==> src/rtl/rom_fetch_unit_pkg.sv <==
// Shared constants and types for the ROM fetch front end.
package rom_fetch_unit_pkg;

  localparam int FETCH_ADDR_WIDTH = 8;
  localparam int FETCH_DATA_WIDTH = 8;
  localparam logic [FETCH_ADDR_WIDTH-1:0] FETCH_RESET_VECTOR = 8'h00;

  // One prefetched instruction byte together with the ROM address it came from.
  typedef struct packed {
    logic [FETCH_ADDR_WIDTH-1:0] addr;
    logic [FETCH_DATA_WIDTH-1:0] data;
  } fetch_entry_t;

  // Bits needed to hold an occupancy value in the range 0..depth.
  function automatic int cnt_width(input int depth);
    return $clog2(depth + 1);
  endfunction

endpackage : rom_fetch_unit_pkg

==> src/rtl/rom_fetch_unit_fetch_fifo.sv <==
// Prefetch FIFO: DEPTH entries, synchronous push/pop, flush has priority.
// The head entry is read combinationally; a push is visible from the next cycle.
module rom_fetch_unit_fetch_fifo
  import rom_fetch_unit_pkg::*;
#(
  parameter int DEPTH = 2
) (
  input  logic                         i_clk,
  input  logic                         i_rst_n,
  input  logic                         i_push,
  input  fetch_entry_t                 i_push_entry,
  input  logic                         i_pop,
  input  logic                         i_flush,
  output logic [cnt_width(DEPTH)-1:0]  o_count,
  output fetch_entry_t                 o_head
);

  localparam int PTR_W = (DEPTH > 1) ? $clog2(DEPTH) : 1;
  localparam int CNT_W = cnt_width(DEPTH);

  fetch_entry_t           r_mem [DEPTH];
  logic [PTR_W-1:0]       r_rd_ptr;
  logic [PTR_W-1:0]       r_wr_ptr;
  logic [CNT_W-1:0]       r_count;

  // Pointer advance that wraps at DEPTH, so non-power-of-two depths work.
  function automatic logic [PTR_W-1:0] next_ptr(input logic [PTR_W-1:0] p);
    return (p == PTR_W'(DEPTH - 1)) ? '0 : p + PTR_W'(1);
  endfunction

  // Storage, pointers and occupancy; flush empties the FIFO but keeps the storage.
  always_ff @(posedge i_clk) begin
    if (!i_rst_n) begin
      // NOTE: storage is reset too, so the head reads as zero straight after reset;
      // without that requirement the data array would be left unreset.
      for (int i = 0; i < DEPTH; i++) r_mem[i] <= '0;
      r_rd_ptr <= '0;
      r_wr_ptr <= '0;
      r_count  <= '0;
    end else if (i_flush) begin
      r_rd_ptr <= '0;
      r_wr_ptr <= '0;
      r_count  <= '0;
    end else begin
      // NOTE: non-blocking assignments here, so every register updates from
      // pre-edge values regardless of statement order.
      if (i_push) begin
        r_mem[r_wr_ptr] <= i_push_entry;
        r_wr_ptr        <= next_ptr(r_wr_ptr);
      end
      if (i_pop) r_rd_ptr <= next_ptr(r_rd_ptr);
      case ({i_push, i_pop})
        2'b10:   r_count <= r_count + CNT_W'(1);
        2'b01:   r_count <= r_count - CNT_W'(1);
        default: r_count <= r_count;
      endcase
    end
  end

  assign o_count = r_count;
  assign o_head  = r_mem[r_rd_ptr];

endmodule : rom_fetch_unit_fetch_fifo

==> src/rtl/rom_fetch_unit.sv <==
// ROM fetch front end: drives the synchronous program ROM, absorbs its one-cycle
// read latency, buffers bytes in a prefetch FIFO and hands them to the decoder
// over valid/ready. A jump flushes everything and redirects the fetch PC.
module rom_fetch_unit
  import rom_fetch_unit_pkg::*;
#(
  parameter int                    ADDR_WIDTH   = FETCH_ADDR_WIDTH,
  parameter int                    DATA_WIDTH   = FETCH_DATA_WIDTH,
  parameter int                    DEPTH        = 2,
  parameter logic [ADDR_WIDTH-1:0] RESET_VECTOR = FETCH_RESET_VECTOR
) (
  input  logic                  CLK,
  input  logic                  RESETN,
  output logic [ADDR_WIDTH-1:0] ROM_ADDR,
  input  logic [DATA_WIDTH-1:0] ROM_DATA,
  input  logic                  JUMP,
  input  logic [ADDR_WIDTH-1:0] JUMP_ADDR,
  output logic                  INSTR_VALID,
  input  logic                  INSTR_READY,
  output logic [DATA_WIDTH-1:0] INSTR_DATA,
  output logic [ADDR_WIDTH-1:0] INSTR_ADDR
);

  localparam int CNT_W = cnt_width(DEPTH);
  localparam logic [CNT_W:0] DEPTH_EXT = (CNT_W + 1)'(DEPTH);

  logic [ADDR_WIDTH-1:0] r_fetch_pc;
  logic [ADDR_WIDTH-1:0] r_pend_addr;
  logic                  r_pending;

  logic [CNT_W-1:0]      w_count;
  fetch_entry_t          w_head;
  fetch_entry_t          w_push_entry;
  logic                  w_pop;
  logic                  w_push;
  logic                  w_issue;
  logic [CNT_W:0]        w_credit_used;
  logic [CNT_W:0]        w_credit_limit;

  // Credit rule: an issue is allowed only if every byte already buffered or in
  // flight, less the one leaving this cycle, still leaves a free FIFO slot.
  // Written as used < DEPTH + pop to avoid an unsigned underflow.
  assign INSTR_VALID    = (w_count != '0);
  assign w_pop          = INSTR_VALID & INSTR_READY;
  assign w_credit_used  = {1'b0, w_count} + {{CNT_W{1'b0}}, r_pending};
  assign w_credit_limit = DEPTH_EXT + {{CNT_W{1'b0}}, w_pop};
  assign w_issue        = !JUMP && (w_credit_used < w_credit_limit);

  // The ROM byte for the address issued last cycle arrives now; a jump drops it.
  assign w_push         = r_pending & ~JUMP;
  assign w_push_entry   = '{addr: r_pend_addr, data: ROM_DATA};

  // Fetch PC and in-flight tracking; a jump overrides issue and drops the in-flight read.
  always_ff @(posedge CLK) begin
    if (!RESETN) begin
      r_fetch_pc  <= RESET_VECTOR;
      r_pend_addr <= '0;
      r_pending   <= 1'b0;
    end else if (JUMP) begin
      r_fetch_pc  <= JUMP_ADDR;
      r_pending   <= 1'b0;
    end else if (w_issue) begin
      r_pending   <= 1'b1;
      r_pend_addr <= r_fetch_pc;
      r_fetch_pc  <= r_fetch_pc + ADDR_WIDTH'(1);
    end else begin
      r_pending   <= 1'b0;
    end
  end

  rom_fetch_unit_fetch_fifo #(
    .DEPTH (DEPTH)
  ) u_fetch_fifo (
    .i_clk        (CLK),
    .i_rst_n      (RESETN),
    .i_push       (w_push),
    .i_push_entry (w_push_entry),
    .i_pop        (w_pop),
    .i_flush      (JUMP),
    .o_count      (w_count),
    .o_head       (w_head)
  );

  assign ROM_ADDR   = r_fetch_pc;
  assign INSTR_DATA = w_head.data;
  assign INSTR_ADDR = w_head.addr;

  // Buffered plus in-flight bytes never exceed the FIFO capacity.
  a_credit_bound : assert property (@(posedge CLK) disable iff (!RESETN)
    (32'(w_count) + 32'(r_pending)) <= DEPTH);

endmodule : rom_fetch_unit
==> config.mk <==
export PLATFORM = sky130hd
export DESIGN_NAME = rom_fetch_unit
export DESIGN_NICKNAME = d
export VERILOG_FILES = /design/src/rtl/rom_fetch_unit_pkg.sv /design/src/rtl/rom_fetch_unit_fetch_fifo.sv /design/src/rtl/rom_fetch_unit.sv
export SDC_FILE = /design/constraint.sdc
export NUM_CORES = 1
export LEC_CHECK = 0
export ABC_AREA = 1
export CAP_MARGIN = 20
export CORE_MARGIN = 10
export CORE_UTILIZATION = 56
export DETAILED_ROUTE_END_ITERATION = 10
export PLACE_DENSITY = 0.85
export SETUP_SLACK_MARGIN = 0.1
export SYNTH_ARGS = -nofsm -noshare
export SYNTH_HDL_FRONTEND = slang
export SYNTH_SLANG_ARGS = --single-unit
==> constraint.sdc <==
create_clock -name CLK -period 3.56 [get_ports CLK]
set_clock_uncertainty 0.15 [all_clocks]
set_input_delay 0.712 -clock CLK [delete_from_list [all_inputs] [get_ports CLK]]
set_output_delay 0.712 -clock CLK [all_outputs]
set_load 0.01 [all_outputs]
* After elaboration in Yosys (flattened, before gate mapping)
Memory sizes are Yosys's and may differ from the RTL's. A register that Yosys moved wholly into a read port is not among the register bits.
Index checks and enable logic that the tools add are counted.
** Word-level totals
- Memory bits (read-only) :: 0
- RAM bits :: 32
- Latch bits :: 0
- Output and inout bits :: 25
- Bits of input ports :: 20
- Register bits after elaboration :: 21
- Logic and storage cells :: 45
- Memories :: 1
** Memories
- u_fetch_fifo.r_mem :: depth 2, bits a word 16, read ports 1, clocked after memory_dff 1, wr ports 2, line rom_fetch_unit_fetch_fifo.sv:21 : fetch_entry_t r_mem [DEPTH];
** Cells by class
- Shift operators :: 0
- Div/mod/pow operators :: 0
- Bitwise operators :: 4
- Multipliers :: 0
- Eq/ne operators :: 2
- $add $sub $neg :: 7
- Multiplexer cells :: 16
- Order comparisons :: 1
- Reduce and logical (&&, ||, !) cells :: 8
** Operator list (number)
- 16-bit two-way mux :: 1
- 8-bit two-way mux :: 2
- 16-bit OR reduction :: 1
- 1-bit two-way mux :: 12
- 8-bit by 1-bit adder with 8-bit output, second input constant :: 1
- 2-bit nonzero test :: 3
- 2-bit case mux with 2 select lines :: 1
- 2-bit by 1-bit adder with 3-bit output :: 1
- 2-bit by 1-bit adder with 3-bit output, first input constant :: 1
- 3-bit < comparator :: 1
- 1-bit adder, second input constant :: 2
- 2-bit by 1-bit adder with 2-bit output, second input constant :: 1
- 1-bit bitwise AND :: 2
- 2-bit by 1-bit == test with 1-bit output, second input constant :: 1
- 2-bit == test, second input constant :: 1
- 1-bit NOT :: 2
- 2-bit AND reduction :: 1
- 2-bit OR reduction :: 1
- 2-bit by 1-bit subtractor with 2-bit output, second input constant :: 1
- 1-bit logical AND :: 1
- 1-bit zero test :: 1

* Longest topological paths before layout
Gate-level depths: netlist (run 1).
- Word-level depth :: 8
- Gate-level depth with buffers :: 10
- Mapped depth without buffers :: 9

* Cells and area by module
Synthesis (run 1) repeated with hierarchy kept, for this count alone.
** Second synthesis, totals
- Cell total of the unflattened synthesis :: 260
- Area, all modules :: 2533.7 um^2
** Modules (own cells, without submodules)
- rom_fetch_unit_fetch_fifo :: cells each 133, area each 1607.8 um^2, sequential area each 1061.0 um^2, times used 1
- rom_fetch_unit :: cells each 127, area each 925.9 um^2, sequential area each 340.3 um^2, times used 1

* Worst setup path after synthesis (run 1)
OpenSTA, ideal clock, no wires.
- Path type :: input-to-reg
- From :: input RESETN
- To :: memory u_fetch_fifo.r_mem[1][0] (netlist bit), enable pin
- Arrival time :: 1.677 ns
- Stages :: 6
- Path buffers :: 2
- Setup slack :: 1.361 ns
- Setup time :: 0.372 ns
- Cells stage by stage :: buf_4 -> inv_2 -> nor2_4 -> nand3_2 -> buf_6 -> nand2_1
** RTL lines
- start: declaration :: line rom_fetch_unit.sv:13 : input logic RESETN,
- end: declaration :: line rom_fetch_unit_fetch_fifo.sv:21

==> flow_results.xml, run 1 <==
<?xml version="1.0" encoding="UTF-8"?>
<metrics>
  <group name="outcome">
    <metric name="result_of_the_run" unit="">finished clean</metric>
  </group>
  <group name="clocking">
    <metric name="cts_tree" unit="">yes</metric>
    <metric name="h-tree-depth" unit="">2</metric>
    <metric name="post_cts.resized_instances" unit="">0</metric>
    <metric name="cts-buffers-inserted" unit="">5</metric>
    <metric name="ctsRootBufferMaster" unit="">sky130_fd_sc_hd__clkbuf_8</metric>
    <metric name="post_cts_buffers" unit="">0</metric>
    <metric name="clock_tree.buffer_depth" unit="">2</metric>
    <metric name="tritoncts_num_sinks" unit="">54</metric>
    <metric name="clk_pin_slew_worst_paths" unit="ns">0.09</metric>
    <metric name="hold_buffers" unit="">0</metric>
    <metric name="worstSkewPairLatency" unit="ns">0.31</metric>
  </group>
  <group name="logic_synthesis">
    <metric name="synth_enable_flop_cells" unit="">32</metric>
    <metric name="netlist_top_cells_area" unit="">sky130_fd_sc_hd__edfxtp_1 38%, sky130_fd_sc_hd__dfxtp_1 17%, sky130_fd_sc_hd__mux2_2 7.0%</metric>
    <metric name="ys_seq_elements" unit="">54</metric>
    <metric name="top_area_cell_type_share_of_the_netlist_area" unit="%">37.5</metric>
    <metric name="ys.flop_type" unit="">sky130_fd_sc_hd__edfxtp_1</metric>
    <metric name="synth-warning-count" unit="">0</metric>
    <metric name="syn_std_cell_area" unit="sq um">2560</metric>
    <metric name="yosys.area.top_type" unit="">sky130_fd_sc_hd__edfxtp_1</metric>
    <metric name="syn_area_per_cell" unit="sq um">9.97</metric>
    <metric name="netlist_top_cells_count" unit="">43 x sky130_fd_sc_hd__nor2_1, 38 x sky130_fd_sc_hd__nand2_1, 32 x sky130_fd_sc_hd__edfxtp_1, 29 x sky130_fd_sc_hd__inv_1, 22 x sky130_fd_sc_hd__dfxtp_1</metric>
    <metric name="syn-num-nets" unit="">281</metric>
    <metric name="yosys.cell_count.top_type" unit="">sky130_fd_sc_hd__nor2_1</metric>
    <metric name="synth_seq_area_share" unit="%">54.7</metric>
    <metric name="fraction_of_registers_with_async_set_or_reset_after_synthesis" unit="%">0</metric>
    <metric name="synthesis.instances" unit="">257</metric>
    <metric name="synth.lib_cells_used.distinct" unit="">30</metric>
  </group>
  <group name="placement">
    <metric name="place_hpwl" unit="mm">3.87</metric>
    <metric name="placed_area" unit="sq um">3020</metric>
    <metric name="placement.io_buffers" unit="">44</metric>
    <metric name="detailedPlace.worstSlack" unit="ns">0.708</metric>
    <metric name="place_congestion" unit="">0.887</metric>
  </group>
  <group name="setup_path">
    <metric name="cp_max_fo" unit="">16</metric>
    <metric name="worst_ep_required_time" unit="ns">2.70</metric>
    <metric name="timing.rr.start" unit="">r_pending</metric>
    <metric name="timing.rr.end" unit="">r_pend_addr[4]</metric>
    <metric name="data_arrival_time_of_the_critical_path" unit="ns">2.02</metric>
    <metric name="r2r_cells" unit="">6</metric>
    <metric name="r2r_slack" unit="ns">1.77</metric>
    <metric name="timing.setup.critical_path_class" unit="">reg -&gt; out</metric>
    <metric name="end_kind" unit="">primary output</metric>
    <metric name="startpoint_type" unit="">register</metric>
  </group>
  <group name="floorplanning">
    <metric name="die-width" unit="microns">87.6</metric>
    <metric name="dieHeight" unit="microns">87.6</metric>
    <metric name="placement_rows" unit="">24</metric>
    <metric name="dieArea" unit="sq um">7680</metric>
    <metric name="core" unit="sq um">4380</metric>
    <metric name="io_pins" unit="">45</metric>
    <metric name="start_util" unit="%">58.4</metric>
  </group>
  <group name="worst_hold_path">
    <metric name="whs_path_depth" unit="">1</metric>
    <metric name="min-delay-start" unit="">u_fetch_fifo.r_rd_ptr</metric>
    <metric name="min_path_type" unit="">reg -&gt; reg</metric>
  </group>
  <group name="sta">
    <metric name="layout_setup_ws" unit="ns">0.679</metric>
    <metric name="final_hold_viol_count" unit="">0</metric>
    <metric name="drv_slew" unit="">0</metric>
    <metric name="final_setup_violating_endpoints" unit="">0</metric>
    <metric name="finalSetupTns" unit="ns">0</metric>
    <metric name="fmaxAchievable" unit="GHz">0.347</metric>
    <metric name="fin_crit_sh" unit="%">80.9</metric>
    <metric name="grt_setup_unrepaired" unit="">false</metric>
    <metric name="worstMarginPinSlew" unit="ns">0.711</metric>
    <metric name="max_slew_margin" unit="%">52.5</metric>
    <metric name="final.min_clock_period" unit="ns">2.88</metric>
  </group>
  <group name="grt">
    <metric name="grtUsageTotal" unit="%">14.0</metric>
    <metric name="number_of_global_route_vias_before_repair" unit="">1866</metric>
    <metric name="grt_antenna_before_repair" unit="">0</metric>
    <metric name="grt_overflow" unit="">0</metric>
    <metric name="grt_start_max_net_pins" unit="">17</metric>
    <metric name="grt_pass1_wl" unit="mm">8.59</metric>
  </group>
  <group name="pwr">
    <metric name="power.ir.vdd_worst" unit="V">0.000248</metric>
    <metric name="power-per-cell-area" unit="nW/um^2">408</metric>
    <metric name="leakagePower" unit="uW">0.00128</metric>
  </group>
  <group name="finish">
    <metric name="final_nets" unit="">326</metric>
    <metric name="fin_area" unit="sq um">3140</metric>
    <metric name="final_core_util" unit="%">71.5</metric>
    <metric name="synthToLayoutAreaGrowth" unit="%">22.4</metric>
    <metric name="post_route_cells_drive_above_1_share" unit="%">16.2</metric>
    <metric name="antenna_cells_inserted" unit="">0</metric>
  </group>
  <group name="route">
    <metric name="finalWirelength" unit="mm">5.25</metric>
    <metric name="detail_route.iter0.violations" unit="">80</metric>
    <metric name="drt_pass1_iterations" unit="">4</metric>
    <metric name="post_dr_vias_cell" unit="">5.19</metric>
    <metric name="num_vias" unit="">1842</metric>
    <metric name="drtAntennaViolNets" unit="">0</metric>
    <metric name="route.detailed.wl_per_inst" unit="microns">14.8</metric>
    <metric name="drc" unit="">0</metric>
  </group>
  <group name="job">
    <metric name="max_cap_violations" unit="">0</metric>
  </group>
</metrics>
==> kinds of logic (layout without fill, tap and decap cells) <==
| family | Yosys count | count (layout) | synth area share (%) |
|---|---|---|---|
| buf+inv | 41 | 87 | 7.52 |
| simple gates | 103 | 103 | 19.5 |
| compound gates | 37 | 37 | 8.55 |
| flops | 54 | 54 | 54.7 |
| mux | 16 | 16 | 7.03 |
| fa+ha+maj | 4 | 4 | 1.95 |
| xor+xnor | 2 | 2 | 0.684 |
==> placed cells by master (no fill, tap or decap), types with 2 or more instances in the layout <==
cell and instances:
sky130_fd_sc_hd__clkdlybuf4s50_1 44, sky130_fd_sc_hd__nor2_1 43, sky130_fd_sc_hd__nand2_1 38, sky130_fd_sc_hd__edfxtp_1 32
sky130_fd_sc_hd__inv_1 29, sky130_fd_sc_hd__dfxtp_1 22, sky130_fd_sc_hd__mux2_2 16, sky130_fd_sc_hd__a21oi_1 12
sky130_fd_sc_hd__o21ai_0 9, sky130_fd_sc_hd__nand3_1 6, sky130_fd_sc_hd__clkbuf_8 6, sky130_fd_sc_hd__nand2_4 5
sky130_fd_sc_hd__o21ai_1 4, sky130_fd_sc_hd__a21oi_2 4, sky130_fd_sc_hd__ha_1 4, sky130_fd_sc_hd__o22ai_1 3
sky130_fd_sc_hd__o21bai_1 3, sky130_fd_sc_hd__buf_4 3, sky130_fd_sc_hd__inv_2 2, sky130_fd_sc_hd__nor2_4 2
sky130_fd_sc_hd__nand3_2 2, sky130_fd_sc_hd__nand3_4 2, sky130_fd_sc_hd__o21ai_2 2, sky130_fd_sc_hd__nand2_2 2
sky130_fd_sc_hd__xnor2_1 2
==> state kept, by name, indices dropped and copies added, names as in the netlist, named ones only <==
| register | flops |
|---|---|
| r_pending | 1 |
| u_fetch_fifo.r_wr_ptr | 1 |
| r_pend_addr | 8 |
| ROM_ADDR | 8 |
| u_fetch_fifo.r_mem | 32 |
| u_fetch_fifo.r_rd_ptr | 1 |
| u_fetch_fifo.o_count | 2 |
==> where the power goes <==
group          switching (uW)  leakage, uW  internal (uW)
logic                    75.6     0.000704           77.9
registers                18.7     0.000514            690
clock network             189    0.0000585            229
total                     283      0.00128            997
==> critical path, cell delays in order, from the launching register on <==
cell	delay (ns)
sky130_fd_sc_hd__dfxtp_1	0.79
sky130_fd_sc_hd__mux2_2	0.43
sky130_fd_sc_hd__clkdlybuf4s50_1	0.49
==> layout make-up <==
| class | count | area, sq um |
|---|---|---|
| clock buffer | 7 | 86.3 |
| clock inverter | 1 | 30.0 |
| fill | 336 | 1250 |
| inverter | 32 | 123 |
| multi-input combinational | 162 | 967 |
| sequential | 54 | 1400 |
| tap | 52 | 65.1 |
| timing repair buffer | 47 | 463 |
==> layer usage <==
metal	vias up	track usage, %	part of all wire [%]
li1	933	-	-
met1	851	15.3	41
met2	50	23.3	48
met3	8	6.22	8.8
met4	0	5.80	1.9
met5	-	0	0
==> metrics by stage <==
step	total power (uW)	hold WS (ns)	cells
2_1_floorplan	803	0.275	257
3_3_place_gp	871	0.293	347
3_5_place_dp	878	0.307	347
4_1_cts	1290	0.313	355
5_1_grt	1330	0.328	355
6_report	1280	0.312	355
==> how the worst max path moves through the flow <==
stage / endpoint / depth (start not counted)
floorplan: u_fetch_fifo.r_mem[1][0] / 6
global placement: u_fetch_fifo.r_mem[1][6] / 4
detailed placement: u_fetch_fifo.r_mem[1][5] / 4
CTS: INSTR_ADDR[3] / 2
global route: INSTR_ADDR[6] / 2
finish: INSTR_ADDR[3] / 2
Power figures use the tool's default switching activity.
==> inputs of run 2 (changes only) <==
- CORE_UTILIZATION: 56 -> 52
- PLACE_DENSITY: 0.85 -> 0.8
- clock period: 3.56 -> 2.95 ns (I/O delays scaled with it)
==> run 2 against run 1 <==
  * Flip-flop and latch count did not move
  * Sequential power rose by 20%
  * Die area rose by 5.9%
  * Cell area rose by 1.0%
  * Combinational power rose by 21%
  * First-iteration DRC count rose by 13%
==> flow_results.xml, run 2 (same netlist as run 1, synthesis figures left out) <==
<?xml version="1.0" encoding="UTF-8"?>
<metrics>
  <group name="clocking">
    <metric name="worstSkewPairLatency" unit="ns">0.30</metric>
    <metric name="clock_tree.buffer_depth" unit="">2</metric>
    <metric name="h-tree-depth" unit="">2</metric>
    <metric name="ctsRootBufferMaster" unit="">sky130_fd_sc_hd__clkbuf_8</metric>
    <metric name="hold_buffers" unit="">0</metric>
    <metric name="post_cts.resized_instances" unit="">0</metric>
    <metric name="tritoncts_num_sinks" unit="">54</metric>
    <metric name="cts-buffers-inserted" unit="">5</metric>
    <metric name="post_cts_buffers" unit="">0</metric>
    <metric name="cts_tree" unit="">yes</metric>
    <metric name="clk_pin_slew_worst_paths" unit="ns">0.09</metric>
  </group>
  <group name="sta">
    <metric name="drv_slew" unit="">0</metric>
    <metric name="final_hold_viol_count" unit="">0</metric>
    <metric name="worstMarginPinSlew" unit="ns">0.334</metric>
    <metric name="final.min_clock_period" unit="ns">2.45</metric>
    <metric name="final_setup_violating_endpoints" unit="">0</metric>
    <metric name="fmaxAchievable" unit="GHz">0.407</metric>
    <metric name="layout_setup_ws" unit="ns">0.496</metric>
    <metric name="finalSetupTns" unit="ns">0</metric>
    <metric name="grt_setup_unrepaired" unit="">false</metric>
    <metric name="max_slew_margin" unit="%">77.7</metric>
    <metric name="fin_crit_sh" unit="%">83.2</metric>
  </group>
  <group name="grt">
    <metric name="grt_antenna_before_repair" unit="">0</metric>
    <metric name="grt_overflow" unit="">0</metric>
    <metric name="grt_start_max_net_pins" unit="">17</metric>
    <metric name="number_of_global_route_vias_before_repair" unit="">1884</metric>
    <metric name="grtUsageTotal" unit="%">12.3</metric>
    <metric name="grt_pass1_wl" unit="mm">8.40</metric>
  </group>
  <group name="worst_hold_path">
    <metric name="min_path_type" unit="">reg -&gt; reg</metric>
    <metric name="min-delay-start" unit="">u_fetch_fifo.r_rd_ptr</metric>
  </group>
  <group name="finish">
    <metric name="most_frequent_cells_in_the_layout" unit="">44 x sky130_fd_sc_hd__clkdlybuf4s50_1, 43 x sky130_fd_sc_hd__nor2_1, 38 x sky130_fd_sc_hd__nand2_1</metric>
    <metric name="antenna_cells_inserted" unit="">0</metric>
    <metric name="final_nets" unit="">329</metric>
    <metric name="largest_register_ffs" unit="">32</metric>
    <metric name="largest_register" unit="">u_fetch_fifo.r_mem</metric>
    <metric name="post_route_cells_drive_above_1_share" unit="%">16.7</metric>
    <metric name="most_common_cell_after_layout_fill_and_taps_aside" unit="">sky130_fd_sc_hd__clkdlybuf4s50_1</metric>
    <metric name="synthToLayoutAreaGrowth" unit="%">23.6</metric>
  </group>
  <group name="setup_path">
    <metric name="cp_max_fo" unit="">16</metric>
    <metric name="timing.setup.critical_path_class" unit="">reg -&gt; out</metric>
    <metric name="data_arrival_time_of_the_critical_path" unit="ns">1.71</metric>
    <metric name="startpoint_type" unit="">register</metric>
    <metric name="worst_ep_required_time" unit="ns">2.21</metric>
    <metric name="end_kind" unit="">primary output</metric>
    <metric name="timing.rr.start" unit="">r_pending</metric>
  </group>
  <group name="route">
    <metric name="route.detailed.wl_per_inst" unit="microns">13.2</metric>
    <metric name="num_vias" unit="">1804</metric>
    <metric name="finalWirelength" unit="mm">4.92</metric>
    <metric name="detail_route.iter0.violations" unit="">90</metric>
    <metric name="drtAntennaViolNets" unit="">0</metric>
    <metric name="drc" unit="">0</metric>
    <metric name="drt_pass1_iterations" unit="">4</metric>
    <metric name="post_dr_vias_cell" unit="">4.84</metric>
  </group>
  <group name="outcome">
    <metric name="result_of_the_run" unit="">finished clean</metric>
  </group>
  <group name="floorplanning">
    <metric name="dieArea" unit="sq um">8130</metric>
    <metric name="placement_rows" unit="">25</metric>
    <metric name="io_pins" unit="">45</metric>
    <metric name="dieHeight" unit="microns">90.2</metric>
    <metric name="core" unit="sq um">4750</metric>
    <metric name="die-width" unit="microns">90.2</metric>
    <metric name="start_util" unit="%">53.9</metric>
  </group>
  <group name="pwr">
    <metric name="power-per-cell-area" unit="nW/um^2">481</metric>
    <metric name="totalPowerFinal" unit="uW">1520</metric>
    <metric name="power.ir.vdd_worst" unit="V">0.000220</metric>
    <metric name="leakagePower" unit="uW">0.00129</metric>
  </group>
  <group name="placement">
    <metric name="detailedPlace.worstSlack" unit="ns">0.629</metric>
    <metric name="placement.io_buffers" unit="">44</metric>
    <metric name="place_hpwl" unit="mm">3.49</metric>
    <metric name="place_congestion" unit="">0.899</metric>
  </group>
  <group name="job">
    <metric name="max_cap_violations" unit="">0</metric>
  </group>
</metrics>
run 2: changes by cell type in the layout (fill, tap and decap cells not counted):
| cell | change |
|---|---|
| sky130_fd_sc_hd__clkbuf_8 | -1 |
| sky130_fd_sc_hd__buf_4 | +3 |
| sky130_fd_sc_hd__clkbuf_1 | +1 |
run 2: final timing paths:
path	end	slack, ns	cells after the start
worst min register to register	register	0.33	1
worst max register to register	r_pend_addr[4]	1.21	6
worst min-delay path	register	0.33	1
worst max-delay path	INSTR_ADDR[3]	0.50	3
run 2: power breakdown:
part,internal [uW],switching [uW]
clock network,254,229
logic,96.0,90.2
registers,832,21.7
run 2: through the flow:
step | area [sq um] | std cells | utilization [%] | hold slack (ns)
final | 3170 | 373 | 66.6 | 0.333
after detailed placement | 3060 | 365 | 64.4 | 0.315
after global routing | 3170 | 373 | 66.6 | 0.355
after global placement | 3060 | 365 | 64.4 | 0.289
after CTS | 3170 | 373 | 66.6 | 0.328
after floorplan | 2560 | 257 | - | 0.275
run 2: final cells by class:
class | count | area [sq um]
clock buffer | 7 | 76.3
tap | 67 | 83.8
clock inverter | 1 | 30.0
timing repair buffer | 50 | 485
fill | 405 | 1590
sequential | 54 | 1400
inverter | 32 | 123
multi-input combinational | 162 | 967
run 2: worst max-delay path, stage by stage, from the launching register on:
cell and delay [ns]:
sky130_fd_sc_hd__dfxtp_1 0.32, sky130_fd_sc_hd__buf_4 0.23, sky130_fd_sc_hd__mux2_2 0.37, sky130_fd_sc_hd__clkdlybuf4s50_1 0.49
run 2: routing by layer:
metal | vias to the layer above | wire [microns] | global-route usage, % | part of all wire, %
li1 | 935 | - | - | -
met1 | 815 | 2200 | 13.5 | 45
met2 | 47 | 2290 | 21.0 | 47
met3 | 7 | 368 | 4.90 | 7.5
met4 | 0 | 61 | 4.38 | 1.2
met5 | - | 0 | 0 | 0
==> RTL edit: new RTL, settings of run 2 <==
The package constant `FETCH_DATA_WIDTH` goes from 8 to 10.
--- a/src/rtl/rom_fetch_unit_pkg.sv
+++ b/src/rtl/rom_fetch_unit_pkg.sv
@@ -2,7 +2,7 @@
 package rom_fetch_unit_pkg;
 
   localparam int FETCH_ADDR_WIDTH = 8;
-  localparam int FETCH_DATA_WIDTH = 8;
+  localparam int FETCH_DATA_WIDTH = 10;
   localparam logic [FETCH_ADDR_WIDTH-1:0] FETCH_RESET_VECTOR = 8'h00;
 
   // One prefetched instruction byte together with the ROM address it came from.
Ports: changed (resized INSTR_DATA and ROM_DATA); port bits go from 45 to 49. No check against the original RTL was run, so the function may have changed too.
==> RTL edit against run 2 <==
Final cell count rose by 6.7%; largest power group unchanged; critical endpoint is now INSTR_ADDR[2]; via count rose by 6.9%; sequential share of layout area shrank 0.56 points; count of clock-buffer cells in the layout up 4; critical path type unchanged; power rose by 17%; setup slack lost 43 ps; routed wire length grew 5.1%; non-clock buffer count increased by 3; sequential cell count grew 4; final area up 10%; first-iteration DRC count rose by 1.1%; synthesized area is 8.5% higher; register-to-register slack improved by 20 ps.
==> RTL edit: results (changes against run 2) <==
Finish
  – FILL cells: 428 (+5.7%)
  – Ant diodes: 0 (unchanged)
  – Final Net Count: 350 (+6.4%)
  – Layout cells sized above 1: 19.2% (+2.5 points)
  – Largest Register: u_fetch_fifo.r_mem
  – Max reg flops: 36 (+13%)

Critical path
  – CP Capture Point: INSTR_ADDR[2]
  – Worst reg2reg path depth: 6 (unchanged)
  – RR Endpoint: r_pend_addr[5]
  – Crit Path Max Fanout: 18 (+2)
  – Reg2Reg Setup Slack: 1230 ps (+20 ps)
  – Critical R2R Launch: r_pending
  – Crit Path Class: reg -> out

Clock network
  – Clock slew at reported path FFs: 60 ps (-30 ps)
  – Setup Buffers After CTS: 0 (unchanged)
  – CTS H-tree depth: 3 (+1)
  – Clock Latency Late Sink: 320 ps (+20 ps)
  – Max Root-Sink Buffers: 2 (unchanged)
  – CTS buffer count: 9 (+4)
  – PostCTS Resize Cnt: 0 (unchanged)
  – CTS root buf: clkbuf_8

Min path
  – Worst Hold Class: reg -> reg

Global routing
  – Vias in the first global route: 1,988 (+5.5%)
  – Global-route wire length before repair: 8.77 mm (+4.3%)
  – Total track usage: 12.6% (+0.29 points)
  – Largest net degree at the start of global routing: 20 (+3)
  – Antenna violations before repair: 0 (unchanged)

Synthesis
  – Synthesized netlist net count: 295 (+5.0%)
  – Synth async-reset ratio: 0% (unchanged)
  – Part of the Yosys area used for sequential elements: 54.7% (about the same)
  – Top cells by area, synth: edfxtp_1, dfxtp_1, mux2_2
  – Distinct cells, synth: 31 (+3.3%)
  – EDFF count, synth: 36 (+13%)
  – Syn. warnings: 0 (unchanged)
  – Synth Flop Type: edfxtp_1
  – Synth top cells by count: nand2_1, nor2_1, edfxtp_1, inv_1, dfxtp_1

STA
  – Final slew viol count: 0 (unchanged)
  – Worst-margin pin slew: 327 ps (-7.47 ps)

Power
  – Lkg Pwr: 1.41 nW (+9.7%)
  – Peak supply drop: 342 µV (+56%)
  – Internal: 0.00138 W (+17%)

Place
  – # port buffers: 48 (+9.1%)
  – Dpl hpwl: 3.75 mm (+7.3%)
  – GP Congestion: 0.838 (-6.8%)

Route
  – Drt first-iter violations: 91 (+1.1%)
  – Drt total wl: 5.17 mm (+5.1%)
  – Routed vias/inst: 4.85 (+0.21%)
  – DR pass1 iterations: 5 (+1)

Outcome
  – Status: completed
==> RTL edit: area by class of cell <==
| class | count | area share (%) |
|---|---|---|
| multi-input combinational | 168 | 30.1 |
| timing repair buffer | 53 | 14.9 |
| sequential | 58 | 43.7 |
| clock inverter | 4 | 1.26 |
| inverter | 34 | 3.74 |
| tap | 70 | 2.52 |
| clock buffer | 11 | 3.77 |
==> RTL edit: through the flow <==
stage / power (W) / hold WS [ps] / instance area, µm² / worst slack [ps] / instances
4_1_cts: 0.00180 / 310 / 3480 / 427 / 398
3_3_place_gp: 0.00114 / 291 / 3310 / 533 / 383
6_report: 0.00178 / 309 / 3480 / 453 / 398
2_1_floorplan: 0.00105 / 275 / 2780 / 831 / 269
3_5_place_dp: 0.00114 / 304 / 3310 / 470 / 383
5_1_grt: 0.00186 / 333 / 3480 / 374 / 398
==> RTL edit: worst min-delay path by stage <==
stage | start | endpoint | slack [ps] | cells after the start
5_1_grt | u_fetch_fifo.r_rd_ptr | u_fetch_fifo.r_rd_ptr | 330 | 1
6_report | u_fetch_fifo.r_rd_ptr | u_fetch_fifo.r_rd_ptr | 310 | 1
3_5_place_dp | u_fetch_fifo.r_rd_ptr | u_fetch_fifo.r_rd_ptr | 300 | 1
4_1_cts | u_fetch_fifo.r_rd_ptr | u_fetch_fifo.r_rd_ptr | 310 | 1
2_1_floorplan | u_fetch_fifo.r_rd_ptr | flip-flop | 280 | 1
3_3_place_gp | u_fetch_fifo.r_rd_ptr | u_fetch_fifo.r_rd_ptr | 290 | 1
==> RTL edit: critical path: stages (launching register included) <==
cell             delay [ps]
dfxtp_1                 310
buf_4                   250
mux2_2                  380
clkdlybuf4s50_1         500
==> RTL edit: cell families after synthesis <==
logic type	count (synthesis)	share of synthesized area, %
AND/OR/NAND/NOR	107	20.7
flip-flops	58	54.7
buffers and inverters	43	7.52
AO/OA/AOI/OAI	37	7.34
multiplexers	18	7.29
adder cells (fa/ha/maj)	4	1.80
XOR/XNOR	2	0.630
==> RTL edit: power by group through the flow <==
stage               clock network, W  logic (W)  registers (W)
floorplan                          0   0.000110       0.000935
global placement                   0   0.000198       0.000937
detailed placement                 0   0.000202       0.000938
CTS                         0.000670   0.000204       0.000921
global route                0.000709   0.000223       0.000926
finish                      0.000659   0.000201       0.000922
==> RTL edit: layer usage <==
| metal | global-route usage (%) | up-vias | part of all wire, % |
|---|---|---|---|
| met2 | 20.2 | 61 | 47 |
| met5 | 0 | - | 0 |
| met4 | 6.17 | 0 | 1.8 |
| met3 | 5.36 | 9 | 6.6 |
| met1 | 14.1 | 862 | 44 |
| li1 | - | 997 | - |
